--- config.mk ---
export PLATFORM = sky130hd
export DESIGN_NAME = div_seq_32
export DESIGN_NICKNAME = d
export VERILOG_FILES = /design/src/rtl/div_seq_32.sv
export SDC_FILE = /design/constraint.sdc
export NUM_CORES = 1
export LEC_CHECK = 0
export CAP_MARGIN = 0
export CORE_MARGIN = 8
export CORE_UTILIZATION = 50
export DETAILED_ROUTE_END_ITERATION = 8
export GPL_TIMING_DRIVEN = 0
export PLACE_DENSITY_LB_ADDON = 0.15
export SLEW_MARGIN = 40
export SYNTH_ARGS = -nofsm -noshare
export SYNTH_HDL_FRONTEND = slang
export SYNTH_SLANG_ARGS = --single-unit
--- constraint.sdc ---
create_clock -name clk -period 3.9 [get_ports clk]
set_input_delay 0.78 -clock clk [delete_from_list [all_inputs] [get_ports clk]]
set_output_delay 0.78 -clock clk [all_outputs]
set_load 0.05 [all_outputs]
--- src/rtl/div_seq_32.sv ---
// Sequential 32-bit restoring divider (DIV/DIVU/REM/REMU), one quotient bit per cycle.
// Define DIV_SIGNED_EN to enable signed ops; otherwise op[0] is ignored and all ops are unsigned.
module div_seq_32 (
    input  logic        clk,
    input  logic        rst,
    input  logic        start,
    input  logic [1:0]  op,
    input  logic [31:0] dividend,
    input  logic [31:0] divisor,
    output logic        busy,
    output logic        valid,
    output logic [31:0] result
);

    typedef enum logic [1:0] {IDLE, CALC, FIX, DONE} state_t;

    state_t      state;
    logic [31:0] acc;       // partial remainder
    logic [31:0] quo;       // dividend bits shift out the top, quotient bits shift in the bottom
    logic [31:0] dvsr;
    logic [4:0]  cnt;
    logic        is_rem;

    logic [31:0] dend_mag;
    logic [31:0] dvsr_mag;
    logic [31:0] q_fix;
    logic [31:0] r_fix;
    logic [32:0] shifted;
    logic [32:0] diff;

    assign shifted = {acc, quo[31]};
    // acc < dvsr keeps the difference within 33-bit signed range, so bit 32 is the borrow
    assign diff    = shifted - {1'b0, dvsr};

`ifdef DIV_SIGNED_EN
    logic is_signed;
    logic neg_q;
    logic neg_r;

    assign is_signed = ~op[0];
    assign dend_mag  = (is_signed && dividend[31]) ? -dividend : dividend;
    assign dvsr_mag  = (is_signed && divisor[31])  ? -divisor  : divisor;
    assign q_fix     = neg_q ? -quo : quo;
    assign r_fix     = neg_r ? -acc : acc;

    // Divide-by-zero keeps the all-ones quotient regardless of the dividend sign
    always_ff @(posedge clk) begin
        if (rst) begin
            neg_q <= 1'b0;
            neg_r <= 1'b0;
        end else if (start && (state == IDLE || state == DONE)) begin
            neg_q <= is_signed && (dividend[31] ^ divisor[31]) && (divisor != 32'd0);
            neg_r <= is_signed && dividend[31];
        end
    end
`else
    logic unused_op0;

    assign unused_op0 = op[0];
    assign dend_mag   = dividend;
    assign dvsr_mag   = divisor;
    assign q_fix      = quo;
    assign r_fix      = acc;
`endif

    // NOTE: all sequential state uses non-blocking assignments so every register samples pre-edge values.
    always_ff @(posedge clk) begin
        if (rst) begin
            state  <= IDLE;
            busy   <= 1'b0;
            valid  <= 1'b0;
            result <= 32'd0;
            cnt    <= 5'd0;
            acc    <= 32'd0;
            quo    <= 32'd0;
            dvsr   <= 32'd0;
            is_rem <= 1'b0;
        end else begin
            valid <= 1'b0;
            case (state)
                IDLE, DONE: begin
                    if (start) begin
                        state  <= CALC;
                        busy   <= 1'b1;
                        acc    <= 32'd0;
                        quo    <= dend_mag;
                        dvsr   <= dvsr_mag;
                        is_rem <= op[1];
                        cnt    <= 5'd0;
                    end else begin
                        state <= IDLE;
                    end
                end
                CALC: begin
                    if (diff[32]) begin
                        acc <= shifted[31:0];
                        quo <= {quo[30:0], 1'b0};
                    end else begin
                        acc <= diff[31:0];
                        quo <= {quo[30:0], 1'b1};
                    end
                    cnt <= cnt + 5'd1;
                    if (cnt == 5'd31)
                        state <= FIX;
                end
                FIX: begin
                    result <= is_rem ? r_fix : q_fix;
                    valid  <= 1'b1;
                    busy   <= 1'b0;
                    state  <= DONE;
                end
                default: state <= IDLE;
            endcase
        end
    end

endmodule

==> flow_summary.json <==
{
  "path_max_fanout": 10,
  "most-common-layout-cells": "dfxtp_1, nand2_1, clkdlybuf4s50_1",
  "drv_cap": 0,
  "clkLatencyLatePin_ns": 0.43,
  "antenna_found_initial": 0,
  "crit_path_end_kind": "flop",
  "hold_class": "reg2reg",
  "cts-buffers-inserted": 17,
  "wire_per_inst_um": 16.5,
  "start_kind": "flop",
  "power_w": 0.00716,
  "final_layout_size_suffix_gt1_share_pct": 5.87,
  "drc": 0,
  "worstMarginPinSlew_ns": 0.746,
  "grt_pass1_vias": 6951,
  "initial_utilization_pct": 50.6,
  "clk_pin_slew_ns": 0.06,
  "final-setup-viol-count": 0,
  "die_h_um": 140,
  "whs_ns": 0.452,
  "ioPinCount": 103,
  "slew_viol_final": 0,
  "fin_crit_sh_pct": 91.8,
  "netlist_area_mm2": 0.00764,
  "vias": 7198,
  "slew_headroom_pct": 50.3,
  "async_flop_share_pct": 0,
  "avgSynthCellArea_um2": 7.97,
  "place_ws_ns": 0.317,
  "cts_buffer_depth": 2,
  "io_buffer_count": 101,
  "rsz0062_at_grt": "false",
  "die_x_um": 140,
  "crit_type": "reg2reg",
  "vias_per_cell": 5.63,
  "grt.total_usage_pct": 21.7,
  "synth_edf_count": 0,
  "period_needed_ns": 3.58,
  "fp-row-count": 45,
  "cts_resized": 0,
  "htree_levels": 4,
  "postCtsHoldBufs": 0,
  "p_leak_nw": 3.54,
  "routed_wl_mm": 21.1,
  "synth_cell_types": 68,
  "nFillCells": 1380,
  "place_area_mm2": 0.00889,
  "ir_drop_uv": 339,
  "cts_tree": "yes",
  "ys_ff_latch": 138,
  "syn-num-nets": 1064,
  "worst_ep_arrival_time_ns": 3.93,
  "finClkSkew_ns": 0.0103,
  "globalRouteOverflowTotal": 0,
  "yosys_warnings": 0,
  "cts.sinks": 138,
  "die_area_mm2": 0.0195,
  "max_freq_ghz": 0.279,
  "dr.pass1.iters": 6,
  "ant_nets": 0,
  "n_antenna_cell": 0,
  "cts_setup_buffers": 0,
  "ys.flop_type": "dfxtp_1",
  "gp_congestion": 0.888,
  "post-route-cell-area_mm2": 0.00952,
  "final_common_cell": "dfxtp_1",
  "setup_ws_ns": 0.318,
  "status": "completed",
  "synth_seq_area_share_pct": 36.2,
  "cts-root-buf": "clkbuf_16",
  "dp.final_hpwl_mm": 15.9,
  "p_per_area_mw_per_mm2": 753,
  "setup_tns_ns": 0,
  "syn_to_final_growth_pct": 24.6,
  "netlist_instances": 958,
  "fin_nets": 1184,
  "drtIter0Drc": 581,
  "core_mm2": 0.0151,
  "worstPathRequired_ns": 4.25,
  "grt_max_degree": 17,
  "hold_viol": 0,
  "grt_first_pass_wirelength_mm": 34.7
}
stage by stage:
step,instances,utilization [%]
4_1_cts,1279,63.1
6_report,1279,63.1
5_1_grt,1279,63.1
3_3_place_gp,1247,58.9
2_1_floorplan,958,-
3_5_place_dp,1247,58.9
report_power, final:
part	total (W)	internal, W	switching [W]	leakage (nW)
combinational	0.00341	0.00128	0.00213	2.11
sequential	0.00203	0.00180	0.000234	1.13
clock	0.00172	0.00107	0.000647	0.303
worst paths after layout:
kind                               start               endpoint  slack (ns)  depth (start not counted)
setup reg to reg  q_fix[31]$_SDFFE_PP0P_   acc[26]$_SDFFE_PP0P_        0.32                         13
hold reg to reg    dvsr[23]$_SDFFE_PP0P_  dvsr[23]$_SDFFE_PP0P_        0.45                          2
hold / removal     dvsr[23]$_SDFFE_PP0P_  dvsr[23]$_SDFFE_PP0P_        0.45                          2
setup / recovery  q_fix[31]$_SDFFE_PP0P_   acc[26]$_SDFFE_PP0P_        0.32                         13
cells in the mapped netlist, drive strengths merged (4+ instances only):
library cell | n | share of area, %
buf | 14 | 1.4
xor2 | 13 | 1.5
or2 | 4 | 0.33
nand4 | 9 | 0.74
inv | 43 | 2.1
nand2b | 5 | 0.41
or3 | 35 | 2.9
mux2i | 53 | 6.9
nand3 | 16 | 1.0
a21o | 6 | 0.61
a211oi | 38 | 3.7
a31oi | 6 | 0.49
and3 | 4 | 0.33
clkbuf | 46 | 2.7
nor2 | 88 | 4.3
a32oi | 9 | 1.0
and2 | 4 | 0.34
nand2 | 133 | 6.5
nor2b | 4 | 0.33
a21oi | 76 | 5.0
xnor2 | 14 | 1.6
o21a | 7 | 0.69
o21ai | 74 | 4.8
ha | 36 | 5.9
nor3 | 42 | 2.8
dfxtp | 138 | 36
state kept, by name, summed over array words and instances, names as in the netlist:
| signal | cells |
|---|---|
| state | 2 |
| cnt | 5 |
| result | 32 |
| q_fix | 32 |
| is_rem | 1 |
| acc | 32 |
| busy | 1 |
| valid | 1 |
| dvsr | 32 |
cell type report:
type                            count  area [µm²]  area share (%)
Multi-Input combinational cell    713        4370            45.9
Clock buffer                       17         425            4.47
Sequential cell                   138        2760            29.0
Inverter                           43         161            1.70
Buffer                             64         355            3.73
Tap cell                          188         235            2.47
Clock inverter                     15         199            2.09
Timing Repair Buffer              101        1010            10.6
per-layer routing:
metal  track usage (%)  vias up  part of all wire, %
met3              4.27       36                  5.6
met5                 0        -                    0
met1              28.7     3314                   48
li1                  -     3630                    -
met4              7.20        0                  1.7
met2              34.7      218                   45
worst max-delay path, cell delays in order (launching register included):
cell and delay [ns]:
dfxtp_1 0.32, inv_1 0.10, ha_1 0.18, inv_1 0.05, fa_1 0.40, a21o_1 0.19, a221o_2 0.38, a21oi_1 0.33
a2111o_1 0.29, a21oi_2 0.09, o221ai_2 0.41, clkbuf_1 0.47, a32oi_1 0.18, o21ai_0 0.10
logic make-up after synthesis:
logic type / Yosys count / share of synthesized area, %
adder cells (fa/ha/maj): 37 / 6.16
XOR/XNOR: 27 / 3.10
flip-flops: 138 / 36.2
AO/OA/AOI/OAI: 243 / 19.8
AND/OR/NAND/NOR: 351 / 20.8
multiplexers: 55 / 7.24
buffers and inverters: 107 / 6.76
No activity file was read; power rests on OpenSTA's default activity.
